[config.mk]
export PLATFORM = sky130hd
export DESIGN_NAME = cmdspi_bus_arb
export DESIGN_NICKNAME = d
export VERILOG_FILES = /design/src/rtl/cmdspi_pkg.sv /design/src/rtl/cmdspi_bus_timer.sv /design/src/rtl/cmdspi_bus_arb.sv
export SDC_FILE = /design/constraint.sdc
export NUM_CORES = 1
export LEC_CHECK = 0
export ABC_AREA = 0
export BUFFER_PORTS_ARGS = -buffer_cell sky130_fd_sc_hd__buf_2
export CAP_MARGIN = 40
export CORE_UTILIZATION = 31
export DETAILED_ROUTE_END_ITERATION = 6
export PLACE_DENSITY = 0.53
export REMOVE_ABC_BUFFERS = 1
export SLEW_MARGIN = 25
export SYNTH_ARGS = -nofsm -noshare
export SYNTH_HDL_FRONTEND = slang
export SYNTH_SLANG_ARGS = --single-unit
export TNS_END_PERCENT = 1
[constraint.sdc]
create_clock -name clk -period 2.6 [get_ports clk]
set_clock_uncertainty 0.2 [all_clocks]
set_input_delay 0.52 -clock clk [delete_from_list [all_inputs] [get_ports clk]]
set_output_delay 0.52 -clock clk [all_outputs]
set_load 0.02 [all_outputs]
[src/rtl/cmdspi_pkg.sv]
// Shared types and constants for the cmdspi register-bus arbiter.
package cmdspi_pkg;

    localparam int          CMDSPI_AW      = 7;
    localparam int          CMDSPI_DW      = 32;
    localparam logic [31:0] CMDSPI_TO_DATA = 32'hDEADBEEF;

    typedef enum logic [1:0] {
        ST_IDLE   = 2'd0,
        ST_ACCESS = 2'd1,
        ST_DONE   = 2'd2
    } state_e;

    typedef enum logic [1:0] {
        OWN_SPI_RD = 2'd0,
        OWN_SPI_WR = 2'd1,
        OWN_CORE   = 2'd2
    } owner_e;

    function automatic logic [7:0] sat_inc8(input logic [7:0] v);
        return (v == 8'hFF) ? v : v + 8'd1;
    endfunction

endpackage

[src/rtl/cmdspi_bus_timer.sv]
// Loadable down-counter bounding one bus access; expire_o flags the last
// allowed cycle while counting is enabled.
module cmdspi_bus_timer #(
    parameter int TIMEOUT = 15
) (
    input  logic clk_i,
    input  logic rst_ni,
    input  logic load_i,
    input  logic en_i,
    output logic expire_o
);
    localparam int TW = $clog2(TIMEOUT + 1);

    logic [TW-1:0] cnt_q;

    always_ff @(posedge clk_i or negedge rst_ni) begin
        if (!rst_ni) begin
            cnt_q <= '0;
        end else if (load_i) begin
            cnt_q <= TW'(TIMEOUT);
        end else if (en_i && (cnt_q != '0)) begin
            cnt_q <= cnt_q - TW'(1);
        end
    end

    assign expire_o = en_i && (cnt_q == TW'(1));

endmodule

[src/rtl/cmdspi_bus_arb.sv]
// Arbitrates the shared control-register bus between the cmdspi slave
// (prefetched reads, frame-complete writes) and the DSP core, with a timeout.
module cmdspi_bus_arb
    import cmdspi_pkg::*;
#(
    parameter int            AW      = CMDSPI_AW,
    parameter int            DW      = CMDSPI_DW,
    parameter int            TIMEOUT = 15,
    parameter logic [DW-1:0] TO_DATA = DW'(CMDSPI_TO_DATA)
) (
    input  logic          clk,
    input  logic          rst_n,
    input  logic          spi_addr_vld,
    input  logic          spi_rw,
    input  logic [AW-1:0] spi_addr,
    input  logic          spi_we,
    input  logic [DW-1:0] spi_wdat,
    output logic [DW-1:0] spi_rdat,
    output logic          spi_rdat_vld,
    input  logic          core_req,
    input  logic          core_we,
    input  logic [AW-1:0] core_addr,
    input  logic [DW-1:0] core_wdat,
    output logic          core_gnt,
    output logic          core_done,
    output logic [DW-1:0] core_rdat,
    output logic          bus_req,
    output logic          bus_we,
    output logic [AW-1:0] bus_addr,
    output logic [DW-1:0] bus_wdat,
    input  logic          bus_ack,
    input  logic [DW-1:0] bus_rdat,
    output logic          bus_timeout,
    output logic [7:0]    err_cnt
);
    state_e        state_q;
    owner_e        owner_q;
    logic [AW-1:0] spi_addr_q, wr_addr_q;
    logic [DW-1:0] wr_dat_q;
    logic          rd_pend_q, wr_pend_q, rd_stale_q;

    logic          bus_req_q, bus_we_q;
    logic [AW-1:0] bus_addr_q;
    logic [DW-1:0] bus_wdat_q, core_rdat_q, spi_rdat_q;
    logic          core_gnt_q, core_done_q, spi_rdat_vld_q, bus_timeout_q;
    logic [7:0]    err_cnt_q;

    logic          issue_d, finish_d, tmr_expire;
    logic [DW-1:0] result_d;

    assign issue_d  = (state_q == ST_IDLE) && (wr_pend_q || rd_pend_q || core_req);
    // An ack arriving in the expiry cycle wins over the timeout.
    assign finish_d = (state_q == ST_ACCESS) && (bus_ack || tmr_expire);
    assign result_d = bus_ack ? bus_rdat : TO_DATA;

    cmdspi_bus_timer #(.TIMEOUT(TIMEOUT)) u_timer (
        .clk_i    (clk),
        .rst_ni   (rst_n),
        .load_i   (issue_d),
        .en_i     (state_q == ST_ACCESS),
        .expire_o (tmr_expire)
    );

    always_ff @(posedge clk or negedge rst_n) begin
        if (!rst_n) begin
            state_q        <= ST_IDLE;
            owner_q        <= OWN_CORE;
            spi_addr_q     <= '0;
            wr_addr_q      <= '0;
            wr_dat_q       <= '0;
            rd_pend_q      <= 1'b0;
            wr_pend_q      <= 1'b0;
            rd_stale_q     <= 1'b0;
            bus_req_q      <= 1'b0;
            bus_we_q       <= 1'b0;
            bus_addr_q     <= '0;
            bus_wdat_q     <= '0;
            core_gnt_q     <= 1'b0;
            core_done_q    <= 1'b0;
            core_rdat_q    <= '0;
            spi_rdat_q     <= '0;
            spi_rdat_vld_q <= 1'b0;
            bus_timeout_q  <= 1'b0;
            err_cnt_q      <= '0;
        end else begin
            core_gnt_q    <= 1'b0;
            core_done_q   <= 1'b0;
            bus_timeout_q <= 1'b0;

            case (state_q)
                ST_IDLE: begin
                    // Pending write goes first so an earlier frame's write lands before a later read.
                    if (wr_pend_q) begin
                        bus_req_q  <= 1'b1;
                        bus_we_q   <= 1'b1;
                        bus_addr_q <= wr_addr_q;
                        bus_wdat_q <= wr_dat_q;
                        owner_q    <= OWN_SPI_WR;
                        wr_pend_q  <= 1'b0;
                        state_q    <= ST_ACCESS;
                    end else if (rd_pend_q) begin
                        bus_req_q  <= 1'b1;
                        bus_we_q   <= 1'b0;
                        bus_addr_q <= spi_addr_q;
                        bus_wdat_q <= '0;
                        owner_q    <= OWN_SPI_RD;
                        rd_pend_q  <= 1'b0;
                        rd_stale_q <= 1'b0;
                        state_q    <= ST_ACCESS;
                    end else if (core_req) begin
                        bus_req_q  <= 1'b1;
                        bus_we_q   <= core_we;
                        bus_addr_q <= core_addr;
                        bus_wdat_q <= core_wdat;
                        owner_q    <= OWN_CORE;
                        core_gnt_q <= 1'b1;
                        state_q    <= ST_ACCESS;
                    end
                end
                ST_ACCESS: begin
                    if (finish_d) begin
                        bus_req_q <= 1'b0;
                        state_q   <= ST_DONE;
                        if (!bus_ack) begin
                            bus_timeout_q <= 1'b1;
                            err_cnt_q     <= sat_inc8(err_cnt_q);
                        end
                        case (owner_q)
                            OWN_SPI_RD: begin
                                if (!rd_stale_q) begin
                                    spi_rdat_q     <= result_d;
                                    spi_rdat_vld_q <= 1'b1;
                                end
                            end
                            OWN_CORE: begin
                                if (!bus_we_q) core_rdat_q <= result_d;
                                core_done_q <= 1'b1;
                            end
                            default: ;
                        endcase
                    end
                end
                ST_DONE: state_q <= ST_IDLE;
                default: state_q <= ST_IDLE;
            endcase

            // Frame capture comes last so a new frame overrides same-cycle issue/completion.
            if (spi_addr_vld) begin
                spi_addr_q     <= spi_addr;
                rd_pend_q      <= ~spi_rw;
                spi_rdat_vld_q <= 1'b0;
                rd_stale_q     <= 1'b1;
            end
            if (spi_we) begin
                wr_addr_q <= spi_addr_q;
                wr_dat_q  <= spi_wdat;
                wr_pend_q <= 1'b1;
            end
        end
    end

    assign bus_req      = bus_req_q;
    assign bus_we       = bus_we_q;
    assign bus_addr     = bus_addr_q;
    assign bus_wdat     = bus_wdat_q;
    assign core_gnt     = core_gnt_q;
    assign core_done    = core_done_q;
    assign core_rdat    = core_rdat_q;
    assign spi_rdat     = spi_rdat_q;
    assign spi_rdat_vld = spi_rdat_vld_q;
    assign bus_timeout  = bus_timeout_q;
    assign err_cnt      = err_cnt_q;

endmodule
==> out/qor.csv, run 1 <==
metric,value,unit
grt_pass1_vias,5738,
reg2regPathDepth,5,
rows,55,
critPathArrivalTime,2320,ps
wl,18600,um
htreeDepth,4,
root_buffer,clkbuf_16,
ctsHoldBuffers,1,
synth_edf_count,0,
synthFlopType,dfrtp_1,
drive_above_1_share,49.6,%
die_w,155,um
clockBufferDepth,2,
clock-sinks,174,
max_cap_viol_count,0,
die_area,0.0240,mm2
start_util,31.8,%
die_y,155,um
multi_input_area,0.00268,mm2
track_usage,15.9,%
irDropWorstVdd,0.000421,V
synth_area,0.00725,mm2
cp-start-kind,register,
antenna_left,0,
yosys_warnings,0,
status,finished clean,
syn-mean-instance-area,13.8,um2
p_leak,0.00455,uW
p_per_area,1160,mW/mm2
cp-end-kind,register,
overflow,0,
route.detailed.drc,0,
cts_buffers,17,
crit_fanout,24,
post_cts_buffers,0,
timing.fmax,460,MHz
grt_max_degree,54,
crit_path_end,core_rdat[28]$_DFFE_PN0P_,
relSlewSlack,48.1,%
period_share,83.5,%
placed_area,0.00879,mm2
cts_resized,0,
setup_tns,0,ps
synth-seq-cells,174,
coreArea,0.0228,mm2
yosysUniqueCellTypes,49,
startpoint,u_timer.cnt_q[1]$_DFFE_PN0P_,
dpl.hpwl,13200,um
r2r_slack,430,ps
drt_first_pass_iters,4,
gp_congestion,0.792,
seq_area_frac_synth,60.0,%
wire_per_inst,17.2,um
final_max_slew_viol_count,0,
period_minus_slack,2170,ps
antenna_found_initial,1,
viasPerCell,4.92,
ioPinCount,235,
seq_area,0.00436,mm2
area_delta_synth_final,29.5,%
timing.rr.start,u_timer.cnt_q[1]$_DFFE_PN0P_,
rsz0062_at_grt,false,
antenna_cells,0,
async_flop_share,100,%
critical_path_class,register to register,
clk_pin_slew,70,ps
vias,5335,
setup_viol,0,
grt_pass1_wl,29800,um
dr.first_iter.drc_count,188,
worst_r2r_endpoint,core_rdat[28]$_DFFE_PN0P_,
fin_area,0.00940,mm2
cts_tree,done,
nets,882,
tightest_slew,775,ps
io_buffers,234,
hp-class,primary input to register,
insertion_delay,420,ps
required,2750,ps
final_hold_viol_count,0,
syn_inst,526,
fillers,2139,
[per-layer routing]
layer	vias up	GRT usage, %	part of all wire (%)
li1	2443	-	-
met1	2668	19.4	43
met4	2	4.95	1.1
met3	16	6.55	9.5
met5	-	0	0.043
met2	206	25.6	46
[layout make-up]
| type | count | area share [%] |
|---|---|---|
| clock buffer | 19 | 4.71 |
| clock inverter | 11 | 1.68 |
| inverter | 7 | 0.280 |
| multi-input combinational | 310 | 28.5 |
| sequential | 174 | 46.4 |
| tap | 313 | 4.17 |
| timing repair buffer | 251 | 14.3 |
[how the worst min path moves through the flow]
stage / from / to / slack [ps] / cells after the start
final: spi_rw / rd_pend_q$_DFFE_PN0P_ / 90 / 2
after global routing: spi_rw / rd_pend_q$_DFFE_PN0P_ / 70 / 2
after CTS: spi_rw / rd_pend_q$_DFFE_PN0P_ / 60 / 2
after detailed placement: spi_rdat[12]$_DFFE_PN0P_ / spi_rdat[12]$_DFFE_PN0P_ / 280 / 1
after global placement: spi_rdat[17]$_DFFE_PN0P_ / spi_rdat[17]$_DFFE_PN0P_ / 270 / 1
after floorplan: rst_n / bus_addr[0]$_DFFE_PN0P_ / 20 / 0
[power by group]
part / total (uW) / internal [uW] / switching, uW / leakage (uW)
registers: 4200 / 3650 / 552 / 0.00215
clock network: 2620 / 1540 / 1080 / 0.000280
logic: 4050 / 1760 / 2280 / 0.00212
[synth_stat cells (7+ instances only)]
| cell type | instances | area, um2 |
|---|---|---|
| a22o_1 | 33 | 289 |
| o21ai_0 | 11 | 55.1 |
| a2bb2oi_1 | 41 | 359 |
| mux2_2 | 90 | 1010 |
| mux2i_1 | 9 | 90.1 |
| buf_2 | 9 | 45.0 |
| inv_1 | 7 | 26.3 |
| dfrtp_1 | 173 | 4330 |
| a32o_1 | 16 | 160 |
| clkbuf_1 | 13 | 48.8 |
| nand2_1 | 13 | 48.8 |
| nor2_1 | 26 | 97.6 |
[sequential cells by signal, indices dropped and copies added, names as in the netlist, 2 cells and up]
signal	cells
u_timer.cnt_q	4
wr_addr_q	7
spi_addr_q	7
bus_addr	7
bus_wdat	32
wr_dat_q	32
spi_rdat	32
state_q	2
err_cnt	8
owner_q	2
core_rdat	32
[through the flow]
stage	std cells	setup WS [ps]	hold WS (ps)	power [uW]	utilization, %
after floorplan	491	235	24.4	6720	-
after global placement	1054	445	271	8240	38.6
after detailed placement	1054	401	277	8350	38.6
after CTS	1085	412	55.7	11000	41.3
after global routing	1085	262	73.2	11500	41.3
final	1085	428	85.2	10900	41.3
[worst max-delay path, stage by stage (launching register included)]
cell     delay [ps]
dfrtp_1         390
inv_1            90
ha_1            130
nor3b_2         410
o211a_2         630
o32a_1          250
[cells in the final DEF (no fill, tap or decap), types with 4 or more instances in the layout]
cell type / synthesis / layout
a22o_1: 33 / 33
a2bb2oi_1: 41 / 41
a31oi_1: 5 / 5
a32o_1: 16 / 16
and2_1: 4 / 4
buf_2: 9 / 233
buf_4: 6 / 13
clkbuf_16: 0 / 17
clkinvlp_4: 0 / 4
dfrtp_1: 173 / 172
inv_1: 7 / 7
mux2_2: 90 / 90
mux2i_1: 9 / 9
nand2_1: 13 / 13
nand2b_1: 5 / 5
nand3_1: 4 / 4
nand4_1: 5 / 5
nor2_1: 26 / 26
o21ai_0: 11 / 11
o22a_1: 5 / 5
o32a_1: 4 / 4
[cell families after synthesis]
logic type | Yosys count | share of synthesized area, %
fa+ha+maj | 3 | 0.517
simple gates | 78 | 6.05
flops | 174 | 60.0
compound gates | 129 | 15.0
mux | 99 | 15.2
xor+xnor | 1 | 0.121
buf+inv | 42 | 3.05
(Power assumes the default switching activity.)
==> run 2: changes to the inputs <==
--- a/config.mk
+++ b/config.mk
@@ -5,12 +5,12 @@
 export SDC_FILE = /design/constraint.sdc
 export NUM_CORES = 1
 export LEC_CHECK = 0
-export ABC_AREA = 0
+export ABC_AREA = 1
 export BUFFER_PORTS_ARGS = -buffer_cell sky130_fd_sc_hd__buf_2
 export CAP_MARGIN = 40
 export CORE_UTILIZATION = 31
 export DETAILED_ROUTE_END_ITERATION = 6
-export PLACE_DENSITY = 0.53
+export PLACE_DENSITY = 0.55
 export REMOVE_ABC_BUFFERS = 1
 export SLEW_MARGIN = 25
 export SYNTH_ARGS = -nofsm -noshare
==> constraint.sdc (replaced) <==
create_clock -name clk -period 1.97 [get_ports clk]
set_clock_uncertainty 0.2 [all_clocks]
set_input_delay 0.394 -clock clk [delete_from_list [all_inputs] [get_ports clk]]
set_output_delay 0.394 -clock clk [all_outputs]
set_load 0.02 [all_outputs]
==> out/qor.csv, run 2 <==
metric,value,unit,change
worst_r2r_endpoint,core_rdat[25]$_DFFE_PN0P_,,
synthFlopType,dfrtp_1,,
critPathMaxStageDelay,390,ps,-240 ps
finalPower,13400,uW,+24%
p_per_area,1310,mW/mm2,+13%
dpl.hpwl,14900,um,+13%
yosysUniqueCellTypes,29,,-41%
timing.fmax,569,MHz,+23%
path_buf_inv,2,,+1
grt_max_degree,70,,+30%
die_w,160,um,+3.1%
grt_pass1_wl,36300,um,+22%
setup_viol,0,,unchanged
critPathSlowestCell,dfrtp_1,,
final_hold_viol_count,0,,unchanged
reg2regPathDepth,7,,+2
p_int,7950,uW,+14%
synth_top_area_share,56.0,%,-3.6 points
fin_ws,211,ps,-217 ps
syn-mean-instance-area,8.31,um2,-40%
timing.rr.start,u_timer.cnt_q[1]$_DFFE_PN0P_,,
drive_above_1_share,27.2,%,-22 points
die_y,160,um,+3.1%
antenna_found_initial,1,,unchanged
cts_buffers,17,,unchanged
viasPerCell,4.56,,-7.3%
period_share,89.3,%,+5.7 points
required,2120,ps,-630 ps
ioPinCount,235,,unchanged
cp-start-kind,register,,
period_minus_slack,1760,ps,-413 ps
start_util,31.7,%,-0.18 points
rsz0062_at_grt,false,,
clock-sinks,174,,unchanged
clockBufferDepth,2,,unchanged
overflow,0,,unchanged
p_sw_share,40.9,%,+4.9 points
post_cts_buffers,0,,unchanged
yosys_warnings,0,,unchanged
seq_area_frac_synth,56.4,%,-3.7 points
die_area,0.0256,mm2,+6.4%
relSlewSlack,70.3,%,+22 points
hp-start,bus_rdat[20],,
max_cap_viol_count,0,,unchanged
rows,57,,+3.6%
final_common_cell,nand2_1,,
hold_end,spi_rdat[20]$_DFFE_PN0P_,,
synth_edf_count,0,,unchanged
hp-class,primary input to register,,
syn_inst,930,,+77%
fin_util,42.2,%,+0.97 points
critPathArrivalTime,1910,ps,-410 ps
area_delta_synth_final,33.3,%,
gp_congestion,0.811,,+2.3%
io_buffers,234,,unchanged
holdPathStages,5,,+3
synth_common_cells,"nand2_1 (377), dfrtp_1 (173), o21ai_0 (99)",,
htreeDepth,4,,unchanged
drt_first_pass_iters,6,,+2
cts_tree,done,,
seq_power_share,39.1,%,+0.4 points
p_clk_share,23.7,%,-0.4 points
async_flop_share,100,%,unchanged
vias,6999,,+31%
wire_per_inst,14.3,um,-17%
cp-end-kind,register,,
irDropWorstVdd,0.000518,V,+23%
critical_path_class,register to register,,
nets,1320,,+50%
synth-seq-cells,174,,unchanged
grt_pass1_vias,6842,,+19%
antenna_left,0,,unchanged
insertion_delay,420,ps,about the same
route.detailed.drc,0,,unchanged
antenna_cells,0,,unchanged
crit_fanout,23,,-4.2%
tightest_slew,445,ps,-330 ps
power_switching,5500,uW,+40%
synth_area,0.00772,mm2,+6.5%
dr.first_iter.drc_count,422,,+120%
root_buffer,clkbuf_16,,
ys_top_cells_by_area,"dfrtp_1 (56%), nand2_1 (18%), o21ai_0 (6.4%)",,
p_leak,0.00567,uW,+25%
yosysMostFrequentCell,nand2_1,,
combPwrFrac,37.2,%,about the same
yosysTopAreaCell,dfrtp_1,,
clk_pin_slew,70,ps,about the same
coreArea,0.0244,mm2,+7.1%
final_max_slew_viol_count,0,,unchanged
track_usage,17.8,%,+1.9 points
mostFrequentLayoutCells,"nand2_1 (377), buf_2 (233), dfrtp_1 (173)",,
crit_chain,"inv_1, ha_1, nand3_2, nand2_4, buf_4, nand4_1, nand2_1",,
wl,22000,um,+18%
cp_top_family,simple AND/OR/NAND/NOR gates,,
r2r_slack,210,ps,-220 ps
place_ws,108,ps,-293 ps
status,finished clean,,
run 2: changes by cell type after synthesis, sizes merged, moves of 41 or more:
| cell | delta |
|---|---|
| a2bb2oi | -41 |
| inv | +63 |
| nand2 | +366 |
| nand3 | +61 |
| mux2 | -90 |
| o21ai | +89 |
run 2: cells by family after synthesis:
| kind of cell | count (synthesis) | synth area share [%] |
|---|---|---|
| AO/OA/AOI/OAI | 106 | 7.01 |
| XOR/XNOR | 3 | 0.340 |
| adder cells (fa/ha/maj) | 3 | 0.486 |
| buffers and inverters | 124 | 6.88 |
| flip-flops | 174 | 56.4 |
| AND/OR/NAND/NOR | 520 | 28.9 |
run 2: layout make-up:
type,instances,area (um2)
inverter,70,263
sequential,174,4360
timing repair buffer,304,1880
tap,324,405
clock buffer,19,443
multi-input combinational,632,2850
fill,2510,14100
clock inverter,13,104
run 2: repair_timing:
action,in CTS,in global routing
endpoints found under the setup margin,0,7
hold buffers,41,0
hold endpoints to repair,214,0
resized for setup,0,1
run 2: layer usage:
metal	vias to the layer above	global-route usage (%)	wire length (um)
li1	3491	-	-
met1	3248	24.7	10600
met2	246	27.7	9680
met3	12	5.01	1550
met4	2	4.11	182
met5	-	0	13
run 2: worst max-delay path by stage:
stage | startpoint | end | slack (ps) | cells past startpoint
6_report | u_timer.cnt_q[1]$_DFFE_PN0P_ | core_rdat[25]$_DFFE_PN0P_ | 210 | 7
3_5_place_dp | err_cnt[0]$_DFFE_PN0P_ | err_cnt[0]$_DFFE_PN0P_ | 110 | 8
3_3_place_gp | err_cnt[0]$_DFFE_PN0P_ | err_cnt[0]$_DFFE_PN0P_ | 100 | 8
4_1_cts | err_cnt[0]$_DFFE_PN0P_ | err_cnt[0]$_DFFE_PN0P_ | 90 | 8
2_1_floorplan | wr_pend_q$_DFFE_PN0P_ | u_timer.cnt_q[0]$_DFFE_PN0P_ | -1370 | 6
5_1_grt | err_cnt[0]$_DFFE_PN0P_ | err_cnt[1]$_DFFE_PN0P_ | 50 | 8
run 2: worst register-to-register path, stage by stage, from the launching register on:
cell     delay [ps]
dfrtp_1         390
inv_1            80
ha_1            180
nand3_2         110
nand2_4         220
buf_4           310
nand4_1         130
nand2_1          90
run 2: stage by stage:
stage | setup TNS, ps | instance area (um2) | std cells | hold WS (ps)
finish | 0 | 10300 | 1536 | 91.3
global route | 0 | 10300 | 1536 | 102
CTS | 0 | 10300 | 1536 | 66.6
detailed placement | 0 | 9340 | 1463 | 62.8
global placement | 0 | 9340 | 1463 | 62.1
floorplan | -73700 | 7460 | 876 | -102
run 2: power by group through the flow:
stage	clock network, uW	logic, uW	registers, uW
after CTS	3300	5090	5270
after global placement	0	4970	5310
after floorplan	0	1780	6340
after global routing	3440	5570	5390
after detailed placement	0	5030	5310
final	3180	5010	5260
==> run 3: changes to the inputs <==
--- a/config.mk
+++ b/config.mk
@@ -11,7 +11,6 @@
 export CORE_UTILIZATION = 31
 export DETAILED_ROUTE_END_ITERATION = 6
 export PLACE_DENSITY = 0.55
-export REMOVE_ABC_BUFFERS = 1
 export SLEW_MARGIN = 25
 export SYNTH_ARGS = -nofsm -noshare
 export SYNTH_HDL_FRONTEND = slang
==> out/qor.csv, run 3 (same netlist as run 2, synthesis figures left out) <==
metric,value,unit,change
power_switching,5500,uW,+0.15%
nets,1313,,-0.53%
wire_per_inst,14.5,um,+0.83%
overflow,0,,unchanged
multi_input_area,0.00285,mm2,about the same
dpl.hpwl,14700,um,-1.8%
timing.fmax,587,MHz,+3.2%
grt_pass1_vias,6956,,+1.7%
p_int,8020,uW,+0.91%
p_sw_share,40.7,%,-0.18 points
timing.rr.start,u_timer.cnt_q[1]$_DFFE_PN0P_,,
irDropWorstVdd,0.000623,V,+20%
status,finished clean,,
setup_tns,0,ps,unchanged
combPwrFrac,36.5,%,-0.7 points
die_w,160,um,unchanged
grt_max_degree,69,,-1.4%
rows,57,,unchanged
root_buffer,clkbuf_16,,
start_util,31.7,%,unchanged
worst_r2r_endpoint,err_cnt[6]$_DFFE_PN0P_,,
die_area,0.0256,mm2,unchanged
fillers,2547,,+1.5%
io_buffers,234,,unchanged
mostFrequentLayoutCells,"nand2_1 (377), buf_2 (233), dfrtp_1 (173)",,
p_per_area,1320,mW/mm2,+0.96%
route.detailed.drc,0,,unchanged
drive_above_1_share,26.8,%,-0.40 points
seq_power_share,38.9,%,-0.2 points
final_hold_viol_count,0,,unchanged
tightest_slew,629,ps,+184 ps
clock-sinks,174,,unchanged
post_cts_buffers,0,,unchanged
track_usage,17.8,%,-0.057 points
ioPinCount,235,,unchanged
clk_pin_slew,80,ps,about the same
dr.first_iter.drc_count,417,,-1.2%
die_y,160,um,unchanged
cts_tree,done,,
crit_fanout,10,,-57%
final_max_slew_viol_count,0,,unchanged
antenna_left,0,,unchanged
wl,22100,um,+0.44%
relSlewSlack,58.1,%,-12 points
critPathArrivalTime,1870,ps,-40 ps
r2r_slack,270,ps,+50 ps
place_ws,176,ps,+67.5 ps
p_clk_share,24.6,%,+0.9 points
placed_area,0.00929,mm2,-0.48%
fin_area,0.0103,mm2,-0.35%
period_minus_slack,1700,ps,-54.7 ps
clockBufferDepth,2,,unchanged
critical_path_class,register to register,,
cts_buffers,17,,unchanged
setup_viol,0,,unchanged
period_share,86.5,%,-2.8 points
fin_ws,266,ps,+54.7 ps
area_delta_synth_final,32.8,%,
seq_area,0.00436,mm2,unchanged
required,2140,ps,+20 ps
final_common_cell,nand2_1,,
p_leak,0.00565,uW,-0.38%
holdPathStages,3,,-2
finalPower,13500,uW,+0.60%
gp_congestion,0.790,,-2.6%
antenna_found_initial,2,,+1
cp-start-kind,register,,
hp-class,primary input to register,,
syn_nets,1051,,
coreArea,0.0244,mm2,unchanged
vias,6954,,-0.64%
whs,22.2,ps,-69.1 ps
htreeDepth,4,,unchanged
reg2regPathDepth,8,,+1
cp-end-kind,register,,
grt_pass1_wl,36500,um,+0.45%
hold_end,wr_dat_q[0]$_DFFE_PN0P_,,
insertion_delay,430,ps,about the same
rsz0062_at_grt,false,,
max_cap_viol_count,0,,unchanged
viasPerCell,4.55,,-0.25%
hp-start,spi_wdat[0],,
drt_first_pass_iters,4,,-2
[run 3: changes by cell type in the layout (fill, tap and decap cells not counted), moves of 2 or more]
cell / change
buf_4: -6
clkinv_4: +2
inv_6: -2
diode_2: +2
clkinvlp_4: -3
inv_8: +2
[run 3: worst max path at each step]
stage                                       startpoint                      to  slack (ps)
after floorplan                 err_cnt[0]$_DFFE_PN0P_  err_cnt[4]$_DFFE_PN0P_         260
final                     u_timer.cnt_q[1]$_DFFE_PN0P_  err_cnt[6]$_DFFE_PN0P_         270
after CTS                 u_timer.cnt_q[1]$_DFFE_PN0P_  err_cnt[6]$_DFFE_PN0P_         160
after detailed placement  u_timer.cnt_q[1]$_DFFE_PN0P_  err_cnt[6]$_DFFE_PN0P_         180
after global placement    u_timer.cnt_q[1]$_DFFE_PN0P_  err_cnt[6]$_DFFE_PN0P_         210
after global routing      u_timer.cnt_q[1]$_DFFE_PN0P_  err_cnt[6]$_DFFE_PN0P_          70
[run 3: critical path: stages (launching register included)]
cell and delay, ps:
dfrtp_1 390, inv_1 80, ha_1 180, nand2_1 60, nor2_1 180, nand3_2 240, inv_2 190, nand2_1 70
nand2_1 60
[run 3: through the flow]
stage | std cells | utilization (%)
after floorplan | 930 | -
after global placement | 1457 | 38.1
after detailed placement | 1457 | 38.1
after CTS | 1528 | 42.1
after global routing | 1528 | 42.1
final | 1530 | 42.1
[run 3: layout make-up]
type | instances | area share [%]
antenna | 2 | 0.0488
clock buffer | 18 | 4.18
sequential | 174 | 42.4
clock inverter | 13 | 1.30
multi-input combinational | 632 | 27.7
inverter | 70 | 2.56
timing repair buffer | 297 | 17.8
tap | 324 | 3.95
[run 3: routing by layer]
metal	up-vias	share of wire, %	GRT usage [%]	wire (um)
met5	-	0.050	0	11
met4	2	0.68	4.03	150
met3	12	6.9	5.17	1520
met2	227	45	28.0	9940
met1	3235	47	24.1	10500
li1	3478	-	-	-
[run 3: timing repair]
item	4_1_cts	5_1_grt
setup endpoints to repair	0	5
hold buffers	40	0
resized for setup	0	1
endpoints found under the hold margin	77	0
[run 3: power groups by stage]
stage,registers (uW),logic (uW),clock network [uW]
final,5260,4940,3320
after global routing,5380,5500,3560
after CTS,5280,5010,3420
after detailed placement,5320,4960,0
after global placement,5330,4900,0
after floorplan,6330,2000,0
